<file path="config.mk">
export PLATFORM = sky130hd
export DESIGN_NAME = kbd_event_queue
export DESIGN_NICKNAME = d
export VERILOG_FILES = /design/src/rtl/kbd_pkg.sv /design/src/rtl/kbd_evt_fifo.sv /design/src/rtl/kbd_event_queue.sv
export SDC_FILE = /design/constraint.sdc
export NUM_CORES = 1
export LEC_CHECK = 0
export ABC_AREA = 1
export ABC_CLOCK_PERIOD_IN_PS = 4400
export BUFFER_PORTS_ARGS = -buffer_cell sky130_fd_sc_hd__buf_4
export CAP_MARGIN = 40
export CORE_MARGIN = 3
export CORE_UTILIZATION = 55
export DETAILED_ROUTE_END_ITERATION = 7
export GPL_TIMING_DRIVEN = 0
export HOLD_SLACK_MARGIN = 0.03
export PLACE_DENSITY = 0.82
export SYNTH_ARGS = -nofsm -noshare
export SYNTH_HDL_FRONTEND = slang
export SYNTH_HIERARCHICAL = 1
export SYNTH_SLANG_ARGS = --single-unit
</file>
<file path="constraint.sdc">
create_clock -name clk -period 4.4 [get_ports clk]
set_input_delay 0.66 -clock clk [delete_from_list [all_inputs] [get_ports clk]]
set_output_delay 0.66 -clock clk [all_outputs]
set_load 0.02 [all_outputs]
</file>
<file path="src/rtl/kbd_pkg.sv">
// kbd_pkg: types and constants shared by the keyboard event queue and its FIFO.
//
// Contents:
//   - KBD_ROWS, KBD_COLS, KBD_CODE_W: matrix geometry and key-code width.
//   - EVT_W: width of one queued event.
//   - kbd_evt_t: packed event layout {[ts], press, code}.
//   - kbd_state_e: change-detect FSM states.
//
// Optional feature: define KBD_EVT_TIMESTAMP_EN to add a 16-bit timestamp to
// every event (EVT_W = 24). Without the macro, EVT_W = 8.
package kbd_pkg;

  localparam int KBD_ROWS   = 9;
  localparam int KBD_COLS   = 10;
  localparam int KBD_CODE_W = 7;

`ifdef KBD_EVT_TIMESTAMP_EN
  localparam int KBD_TS_W = 16;
  localparam int EVT_W    = KBD_TS_W + 1 + KBD_CODE_W;

  typedef struct packed {
    logic [KBD_TS_W-1:0]   ts;
    logic                  press;
    logic [KBD_CODE_W-1:0] code;
  } kbd_evt_t;
`else
  localparam int EVT_W = 1 + KBD_CODE_W;

  typedef struct packed {
    logic                  press;
    logic [KBD_CODE_W-1:0] code;
  } kbd_evt_t;
`endif

  typedef enum logic {
    ST_IDLE = 1'b0,
    ST_EMIT = 1'b1
  } kbd_state_e;

endpackage

</file>
<file path="src/rtl/kbd_evt_fifo.sv">
// kbd_evt_fifo: synchronous first-word-fall-through FIFO.
//
// Ports:
//   clk, rst          system clock, synchronous active-high reset
//   push_i            write request; ignored (and reported on drop_o) when full
//                     unless a pop happens in the same cycle
//   push_data_i       word to write
//   pop_i             read request; only acts when valid_o is high
//   data_o            head word while valid_o is high, zero when empty
//   valid_o           FIFO non-empty (registered)
//   count_o           occupancy, 0..DEPTH
//   drop_o            push rejected this cycle because the FIFO was full
//
// No configuration macros.
module kbd_evt_fifo #(
  parameter int WIDTH = 8,
  parameter int DEPTH = 16
) (
  input  logic                     clk,
  input  logic                     rst,
  input  logic                     push_i,
  input  logic [WIDTH-1:0]         push_data_i,
  input  logic                     pop_i,
  output logic [WIDTH-1:0]         data_o,
  output logic                     valid_o,
  output logic [$clog2(DEPTH):0]   count_o,
  output logic                     drop_o
);

  localparam int AW = $clog2(DEPTH);
  localparam int CW = AW + 1;

  logic [WIDTH-1:0] mem_q [DEPTH];
  logic [AW-1:0]    rd_q;
  logic [AW-1:0]    wr_q;
  logic [CW-1:0]    cnt_q;
  logic [CW-1:0]    cnt_d;
  logic             valid_q;

  logic full;
  logic do_pop;
  logic do_push;

  assign full    = (cnt_q == CW'(DEPTH));
  assign do_pop  = pop_i & valid_q;
  // A pop frees the slot in the same cycle, so a full FIFO still accepts.
  assign do_push = push_i & (~full | do_pop);
  assign drop_o  = push_i & full & ~do_pop;

  always_comb begin
    cnt_d = cnt_q;
    if (do_push && !do_pop) begin
      cnt_d = cnt_q + CW'(1);
    end else if (do_pop && !do_push) begin
      cnt_d = cnt_q - CW'(1);
    end
  end

  always_ff @(posedge clk) begin
    if (rst) begin
      rd_q    <= '0;
      wr_q    <= '0;
      cnt_q   <= '0;
      valid_q <= 1'b0;
    end else begin
      if (do_push) wr_q <= wr_q + AW'(1);
      if (do_pop)  rd_q <= rd_q + AW'(1);
      cnt_q   <= cnt_d;
      valid_q <= (cnt_d != '0);
    end
  end

  // Storage is pure data and needs no reset; data_o is masked while empty.
  always_ff @(posedge clk) begin
    if (do_push) mem_q[wr_q] <= push_data_i;
  end

  assign data_o  = valid_q ? mem_q[rd_q] : '0;
  assign valid_o = valid_q;
  assign count_o = cnt_q;

endmodule

</file>
<file path="src/rtl/kbd_event_queue.sv">
// kbd_event_queue: turns per-column debounced row snapshots into key
// press/release events and queues them for the CPU.
//
// Ports:
//   clk, rst        system clock, synchronous active-high reset
//   scan_valid/ready/col/row  snapshot handshake from the matrix scanner
//   evt_valid/data/ready      FWFT event queue head and pop
//   evt_count       queue occupancy
//   overflow        sticky: an event was dropped on a full queue
//   overflow_clr    clears overflow (a simultaneous drop wins)
//   irq             level interrupt, equal to evt_valid
//
// Optional feature: KBD_EVT_TIMESTAMP_EN adds a free-running 16-bit cycle
// counter whose value at push time is stored in evt_data[23:8].
module kbd_event_queue
  import kbd_pkg::*;
#(
  parameter int ROWS  = KBD_ROWS,
  parameter int COLS  = KBD_COLS,
  parameter int DEPTH = 16
) (
  input  logic                   clk,
  input  logic                   rst,
  input  logic                   scan_valid,
  output logic                   scan_ready,
  input  logic [3:0]             scan_col,
  input  logic [ROWS-1:0]        scan_row,
  output logic                   evt_valid,
  output logic [EVT_W-1:0]       evt_data,
  input  logic                   evt_ready,
  output logic [$clog2(DEPTH):0] evt_count,
  output logic                   overflow,
  input  logic                   overflow_clr,
  output logic                   irq
);

  localparam int RIW = (ROWS > 1) ? $clog2(ROWS) : 1;

  kbd_state_e    state_q;
  logic          scan_ready_q;
  logic [ROWS-1:0] key_state_q [COLS];
  logic [ROWS-1:0] diff_q;
  logic [ROWS-1:0] diff_d;
  logic [ROWS-1:0] row_q;
  logic [3:0]      col_q;
  logic            overflow_q;

  logic            accept;
  logic            col_ok;
  logic [ROWS-1:0] snap_diff;
  logic [RIW-1:0]  low_r;
  logic            push;
  logic            drop;
  kbd_evt_t        evt;

`ifdef KBD_EVT_TIMESTAMP_EN
  logic [KBD_TS_W-1:0] ts_q;

  always_ff @(posedge clk) begin
    if (rst) ts_q <= '0;
    else     ts_q <= ts_q + KBD_TS_W'(1);
  end
`endif

  assign accept    = scan_valid & scan_ready_q;
  assign col_ok    = (32'(scan_col) < COLS);
  assign snap_diff = col_ok ? (scan_row ^ key_state_q[scan_col]) : '0;

  // Lowest set bit of the pending diff; scanning downwards leaves the
  // smallest index as the final assignment.
  always_comb begin
    low_r = '0;
    for (int r = ROWS - 1; r >= 0; r--) begin
      if (diff_q[r]) low_r = RIW'(r);
    end
  end

  // Clearing the lowest set bit: x & (x - 1).
  assign diff_d = diff_q & (diff_q - ROWS'(1));
  assign push   = (state_q == ST_EMIT);

  always_comb begin
    evt       = '0;
    evt.press = row_q[low_r];
    evt.code  = KBD_CODE_W'(32'(low_r) * COLS + 32'(col_q));
`ifdef KBD_EVT_TIMESTAMP_EN
    evt.ts    = ts_q;
`endif
  end

  // Change-detect FSM and key state memory.
  always_ff @(posedge clk) begin
    if (rst) begin
      state_q      <= ST_IDLE;
      scan_ready_q <= 1'b1;
      for (int c = 0; c < COLS; c++) key_state_q[c] <= '0;
    end else begin
      case (state_q)
        ST_IDLE: begin
          if (accept && col_ok) begin
            key_state_q[scan_col] <= scan_row;
            if (snap_diff != '0) begin
              state_q      <= ST_EMIT;
              scan_ready_q <= 1'b0;
            end
          end
        end
        ST_EMIT: begin
          if (diff_d == '0) begin
            state_q      <= ST_IDLE;
            scan_ready_q <= 1'b1;
          end
        end
        default: begin
          state_q      <= ST_IDLE;
          scan_ready_q <= 1'b1;
        end
      endcase
    end
  end

  // Snapshot latch for the EMIT walk; pure data, no reset.
  always_ff @(posedge clk) begin
    if (state_q == ST_IDLE && accept && col_ok) begin
      diff_q <= snap_diff;
      row_q  <= scan_row;
      col_q  <= scan_col;
    end else if (state_q == ST_EMIT) begin
      diff_q <= diff_d;
    end
  end

  always_ff @(posedge clk) begin
    if (rst)               overflow_q <= 1'b0;
    else if (drop)         overflow_q <= 1'b1;
    else if (overflow_clr) overflow_q <= 1'b0;
  end

  kbd_evt_fifo #(
    .WIDTH (EVT_W),
    .DEPTH (DEPTH)
  ) u_fifo (
    .clk         (clk),
    .rst         (rst),
    .push_i      (push),
    .push_data_i (evt),
    .pop_i       (evt_ready),
    .data_o      (evt_data),
    .valid_o     (evt_valid),
    .count_o     (evt_count),
    .drop_o      (drop)
  );

  assign scan_ready = scan_ready_q;
  assign overflow   = overflow_q;
  assign irq        = evt_valid;

endmodule
</file>
==> results of run 1 <==
routing by layer:
layer,GRT usage [%],wire length (um),up-vias
met4,12.7,1920,0
met2,43.5,17500,555
met5,0,0,-
li1,-,-,4817
met3,3.30,3170,123
met1,31.0,12900,4778
power by group through the flow:
stage | Combinational (W) | Clock (W) | Sequential (W)
after floorplan | 0.000842 | 0 | 0.00366
after global placement | 0.00126 | 0 | 0.00366
after detailed placement | 0.00132 | 0 | 0.00366
after CTS | 0.00133 | 0.00239 | 0.00360
after global routing | 0.00147 | 0.00253 | 0.00361
final | 0.00134 | 0.00238 | 0.00360
registers in the layout, summed over array words and instances (netlist names), named ones only:
register / count
col_q: 4
u_fifo/valid_o: 1
diff_q: 9
key_state_q: 144
u_fifo/rd_q: 4
push: 1
u_fifo/count_o: 5
row_q: 9
overflow: 1
u_fifo/mem_q: 128
scan_ready: 1
u_fifo/wr_q: 4
critical path: stages (launching register included):
cell,delay [ns]
edfxtp_1,0.44
inv_1,0.08
a21oi_1,0.14
nor2_1,0.05
o21ai_0,0.15
nand2_1,0.07
nand2_1,0.16
inv_1,0.15
ha_1,0.23
ha_1,0.19
fa_1,0.52
nand3_1,0.11
xnor2_1,0.18
xor2_1,0.60
buf_4,0.32
worst min path at each step:
stage	slack, ns	startpoint	end
6_report	0.28	scan_col[0]	col_q[0]$_DFFE_PP_
5_1_grt	0.26	scan_col[0]	col_q[0]$_DFFE_PP_
4_1_cts	0.26	scan_col[0]	col_q[0]$_DFFE_PP_
3_5_place_dp	0.44	u_fifo/rd_q[3]$_SDFFE_PP0N_	u_fifo/rd_q[3]$_SDFFE_PP0N_
3_3_place_gp	0.43	u_fifo/rd_q[3]$_SDFFE_PP0N_	flop
2_1_floorplan	0.41	u_fifo/rd_q[3]$_SDFFE_PP0N_	flop
kinds of logic after synthesis:
group           share of synthesized area, %
flops                                   65.0
fa+ha+maj                               1.34
simple gates                            20.5
mux                                   0.0704
compound gates                          6.97
buf+inv                                 5.53
other cells                           0.0264
xor+xnor                               0.493
cell type report:
| type | instances | area, um^2 | area share [%] |
|---|---|---|---|
| diodes | 1 | 2.50 | 0.0156 |
| plain buffers | 57 | 373 | 2.33 |
| clock buffers | 37 | 798 | 4.98 |
| clock inverters | 20 | 105 | 0.656 |
| inverters | 108 | 413 | 2.58 |
| multi-input cells | 936 | 4390 | 27.4 |
| flip-flops and latches | 315 | 9250 | 57.7 |
| well taps | 330 | 413 | 2.58 |
| repair buffers | 38 | 285 | 1.78 |
cells in the final DEF, fill, tap and decap left out, types with 15 or more instances in the layout:
master,count
inv_1,91
nand3_1,93
o211ai_1,35
o21ai_0,74
conb_1,55
dfxtp_1,21
o21ai_1,30
nand2_1,259
clkbuf_16,31
nor2_1,288
buf_2,22
a21oi_1,32
inv_2,15
edfxtp_1,294
buf_4,53
stage by stage:
| stage | setup WS [ns] | total power [W] | instance area [um^2] | util [%] |
|---|---|---|---|---|
| global placement | 0.479 | 0.00492 | 15100 | 59.6 |
| CTS | 0.892 | 0.00732 | 16000 | 63.3 |
| detailed placement | 0.800 | 0.00498 | 15100 | 59.7 |
| finish | 0.853 | 0.00732 | 16000 | 63.3 |
| floorplan | 1.43 | 0.00450 | 14400 | - |
| global route | 0.618 | 0.00760 | 16000 | 63.3 |
==> run_results.csv, run 1 <==
group,metric,value,unit
layout,fin_cells,1842,
layout,fill_cells,1975,
routing,antenna_left,0,
die,fp.coreArea,25300,um^2
power,combPwrFrac,18.4,%
sta,fin_tns_setup,0,ns
global_routing,antenna_found_initial,1,
sta,relSlewSlack,41.2,%
power,p_clk_share,32.5,%
clocking,postCtsSetupBuffers,0,
clocking,root_buffer,"clkbuf_16",
setup_path,cp-startpoint,"diff_q[6]$_DFFE_PP_",
min_path,holdPathStages,1,
yosys,yosysUniqueCellTypes,43,
routing,vias,10300,
yosys,netlist_instances,1362,
clocking,clock_latency,0.57,ns
yosys,yosysTopAreaCellShare,62.1,%
place,place.gp.congestion,0.943,
power,power_density,457,nW/um^2
die,die_w,167,um
min_path,holdCritPathClass,"input port to flop",
layout,syn2layout_area_growth,12.7,%
sta,hold_viol,0,
yosys,synth_most_common_cell,"edfxtp_1",
place,dp.cells,1784,
power,p_int,0.00523,W
setup_path,cp-end-kind,"flop",
routing,drcViolationCount,0,
yosys,ys.flop_type,"edfxtp_1",
setup_path,r2r-end,"u_fifo/mem_q[7][6]$_DFFE_PP_",
run,maxCapViolCount,0,
routing,vias_per_cell,5.58,
layout,nets,1519,
sta,fmax,282,MHz
yosys,synth-edff-count,294,
setup_path,path_class,"flop to flop",
die,dieArea,27800,um^2
setup_path,crit_required,4.81,ns
clocking,clock-sinks,315,
sta,period_share,80.6,%
clocking,h-tree-depth,1,
global_routing,grt_pass1_wl,54.2,mm
sta,period_needed,3.55,ns
die,die_h,167,um
clocking,cts_made_buffers,31,
yosys,ys_ff_latch,315,
power,switchingPower,0.00209,W
sta,skew,0.0195,ns
setup_path,rr_worst_depth,14,
layout,drive_above_1_share,11.8,%
setup_path,path_max_fanout,11,
global_routing,grt_usage,25.1,%
yosys,yosys-top-cells-area,"edfxtp_1 (62%), nor2_1 (7.6%), nand2_1 (6.8%)",
power,seqPwrFrac,49.2,%
clocking,cts_tree,"built",
setup_path,crit_end,"u_fifo/mem_q[7][6]$_DFFE_PP_",
clocking,cts_resized,0,
routing,first_pass_iters,6,
yosys,async_reset_ff_share,0,%
die,start_util,56.2,%
status,status,"complete, no violations",
yosys,syn-mean-instance-area,10.4,um^2
yosys,yosysWarnings,6,
sta,worst_pin_slew,0.878,ns
die,io-pin-count,35,
setup_path,worstPathArrival,3.95,ns
routing,wirelength,35.5,mm
place,dp_hpwl,24.1,mm
routing,wl_per_cell,19.3,um
yosys,seq_area_frac_synth,65.0,%
die,rows,58,
power,leakage,6.23,nW
global_routing,overflow,0,
setup_path,critPathLaunchType,"flop",
routing,drt_iter0_markers,1197,
power,p_sw_share,28.6,%
place,io_buffers,34,
clocking,clockBufferDepth,3,
sta,setup_viol,0,
setup_path,r2r_slack,0.85,ns
setup_path,r2r_start,"diff_q[6]$_DFFE_PP_",
clocking,cts_hold_buffers,0,
clocking,clkTransAtPathRegs,0.07,ns
yosys,netlist_area,14200,um^2
global_routing,grt_max_degree,17,
global_routing,first_global_vias,10000,
yosys,synth_top_area_cell,"edfxtp_1",
sta,whs,0.277,ns
power,ir_drop,0.000326,V
yosys,synthTopCellsByCount,"edfxtp_1 (294), nor2_1 (288), nand2_1 (259)",
sta,rsz0062_at_grt,"false",
sta,slew_violations,0,
Note: power is estimated with default switching activity, not from simulation.
==> run 2: changes to the inputs <==
- ABC_CLOCK_PERIOD_IN_PS: 4400 -> 3600
- clock period: 4.4 -> 3.6 ns (I/O delays scaled with it)
==> run 2 against run 1 <==
Largest power group unchanged. Global-route usage did not move. Setup slack worse by 0.66 ns. Power up 22%. Hold slack got worse by 0.12 ns. Critical path depth unchanged. Final cell count unchanged. Non-clock buffer count stayed put. First-iteration DRC count up 8.3%.
==> run_results.csv, run 2 (same netlist as run 1, synthesis figures left out) <==
group,metric,value,unit
power,ir_drop,0.000401,V
setup_path,r2r_slack,0.20,ns
place,io_buffers,34,
routing,vias_per_cell,5.56,
global_routing,grt_usage,25.1,%
sta,fin_tns_setup,0,ns
die,die_w,167,um
routing,wl_per_cell,19.2,um
sta,skew,0.0174,ns
layout,regMostFlops,"key_state_q",
routing,first_pass_iters,5,
clocking,clkTransAtPathRegs,0.06,ns
global_routing,top_usage_layer,"met2",
power,combPwrFrac,18.4,%
layout,nets,1519,
layout,fill_cells,1976,
clocking,root_buffer,"clkbuf_16",
die,io-pin-count,35,
power,p_sw_share,28.5,%
routing,wirelength,35.4,mm
setup_path,critPathLaunchType,"flop",
min_path,min_from,"scan_col[0]",
setup_path,r2r-end,"u_fifo/mem_q[5][6]$_DFFE_PP_",
setup_path,r2r_start,"diff_q[6]$_DFFE_PP_",
setup_path,crit_required,4.01,ns
sta,worst_pin_slew,0.871,ns
layout,drive_above_1_share,11.9,%
sta,setup_viol,0,
clocking,cts_made_buffers,31,
die,dieArea,27800,um^2
layout,multi_input_area,4400,um^2
layout,fin_cells,1842,
setup_path,worstPathArrival,3.81,ns
layout,layout_common_cells,"edfxtp_1 (294), nor2_1 (288), nand2_1 (259)",
global_routing,grt_pass1_wl,54.2,mm
routing,drt_iter0_markers,1296,
sta,slew_violations,0,
sta,relSlewSlack,41.7,%
sta,hold_viol,0,
setup_path,cp-end-kind,"flop",
global_routing,overflow,0,
clocking,clock_latency,0.57,ns
place,place.gp.congestion,0.943,
layout,largest_reg_flops,144,
sta,whs,0.160,ns
routing,antenna_left,0,
layout,largestRegisters,"key_state_q: 144 flops, u_fifo/mem_q: 128 flops",
die,fp.coreArea,25300,um^2
global_routing,grt_max_degree,17,
status,status,"complete, no violations",
sta,rsz0062_at_grt,"false",
layout,layout_commonest_cell,"edfxtp_1",
sta,period_share,94.6,%
layout,syn2layout_area_growth,12.8,%
min_path,hold-path-endpoint,"col_q[0]$_DFFE_PP_",
power,p_int,0.00639,W
min_path,holdCritPathClass,"input port to flop",
clocking,clockBufferDepth,3,
setup_path,path_max_fanout,11,
power,leakage,6.23,nW
global_routing,grt_use_met1,31.0,%
global_routing,grtUsageMet3,3.30,%
clocking,clock-sinks,315,
power,finalPower,0.00894,W
clocking,cts_tree,"built",
sta,period_needed,3.40,ns
routing,drcViolationCount,0,
global_routing,antenna_found_initial,1,
global_routing,first_global_vias,10000,
clocking,h-tree-depth,1,
die,start_util,56.2,%
min_path,holdPathStages,1,
power,seqPwrFrac,49.2,%
power,p_clk_share,32.5,%
global_routing,use_met2,43.5,%
setup_path,rr_worst_depth,14,
place,dp_hpwl,24.1,mm
die,rows,58,
run,maxCapViolCount,0,
routing,vias,10200,
clocking,postCtsSetupBuffers,0,
place,dp.cells,1784,
setup_path,path_class,"flop to flop",
layout,seq_area,9250,um^2
power,switchingPower,0.00255,W
die,die_h,167,um
power,power_density,558,nW/um^2
sta,fmax,294,MHz
==> run 2: cell count changes in the layout (fill, tap and decap cells not counted) <==
cell	before	now
xor2_2	0	1
xor2_1	7	6
==> run 2: metrics by stage <==
stage	setup WS (ns)	cell area, um^2	util, %
after floorplan	0.630	14400	-
after global placement	-0.321	15100	59.6
after detailed placement	0.106	15100	59.7
after CTS	0.0923	16000	63.3
after global routing	0.0259	16000	63.3
final	0.196	16000	63.3
==> run 2: worst max-delay path, stage by stage, from the launching register on <==
cell and delay (ns):
edfxtp_1 0.43, inv_1 0.08, a21oi_1 0.14, nor2_1 0.05, o21ai_0 0.16, nand2_1 0.07
nand2_1 0.16, inv_1 0.15, ha_1 0.23, ha_1 0.19, fa_1 0.52, nand3_1 0.12
xnor2_1 0.27, xor2_2 0.40, buf_4 0.29
==> run 2: what timing repair did <==
action,CTS,global route
endpoints found under the hold margin,0,0
resized for setup,0,1
hold buffers,0,0
endpoints found under the setup margin,0,11
==> run 2: layout make-up <==
cell class,count,share of cell area [%]
inverter,108,2.57
multi-input combinational,936,27.4
clock buffer,37,4.98
tap,330,2.57
antenna,1,0.0156
clock inverter,20,0.655
sequential,315,57.7
timing repair buffer,38,1.78
buffer,57,2.33
==> run 2: worst max-delay path by stage <==
| stage | from | to |
|---|---|---|
| detailed placement | diff_q[6]$_DFFE_PP_ | u_fifo/mem_q[7][6]$_DFFE_PP_ |
| global placement | diff_q[6]$_DFFE_PP_ | u_fifo/mem_q[5][6]$_DFFE_PP_ |
| floorplan | diff_q[6]$_DFFE_PP_ | u_fifo/mem_q[0][6]$_DFFE_PP_ |
| CTS | diff_q[6]$_DFFE_PP_ | u_fifo/mem_q[10][6]$_DFFE_PP_ |
| finish | diff_q[6]$_DFFE_PP_ | u_fifo/mem_q[5][6]$_DFFE_PP_ |
| global route | diff_q[6]$_DFFE_PP_ | u_fifo/mem_q[10][6]$_DFFE_PP_ |
==> run 2: routing by layer <==
metal	vias up	routed length [um]
met2	547	17600
met1	4761	13100
met5	-	0
met4	0	1790
li1	4823	-
met3	114	2920
==> run 2: power by group through the flow <==
| stage | registers (W) | logic [W] | clock network [W] |
|---|---|---|---|
| floorplan | 0.00447 | 0.00103 | 0 |
| global placement | 0.00447 | 0.00154 | 0 |
| detailed placement | 0.00447 | 0.00161 | 0 |
| CTS | 0.00440 | 0.00163 | 0.00292 |
| global route | 0.00441 | 0.00179 | 0.00309 |
| finish | 0.00440 | 0.00164 | 0.00291 |
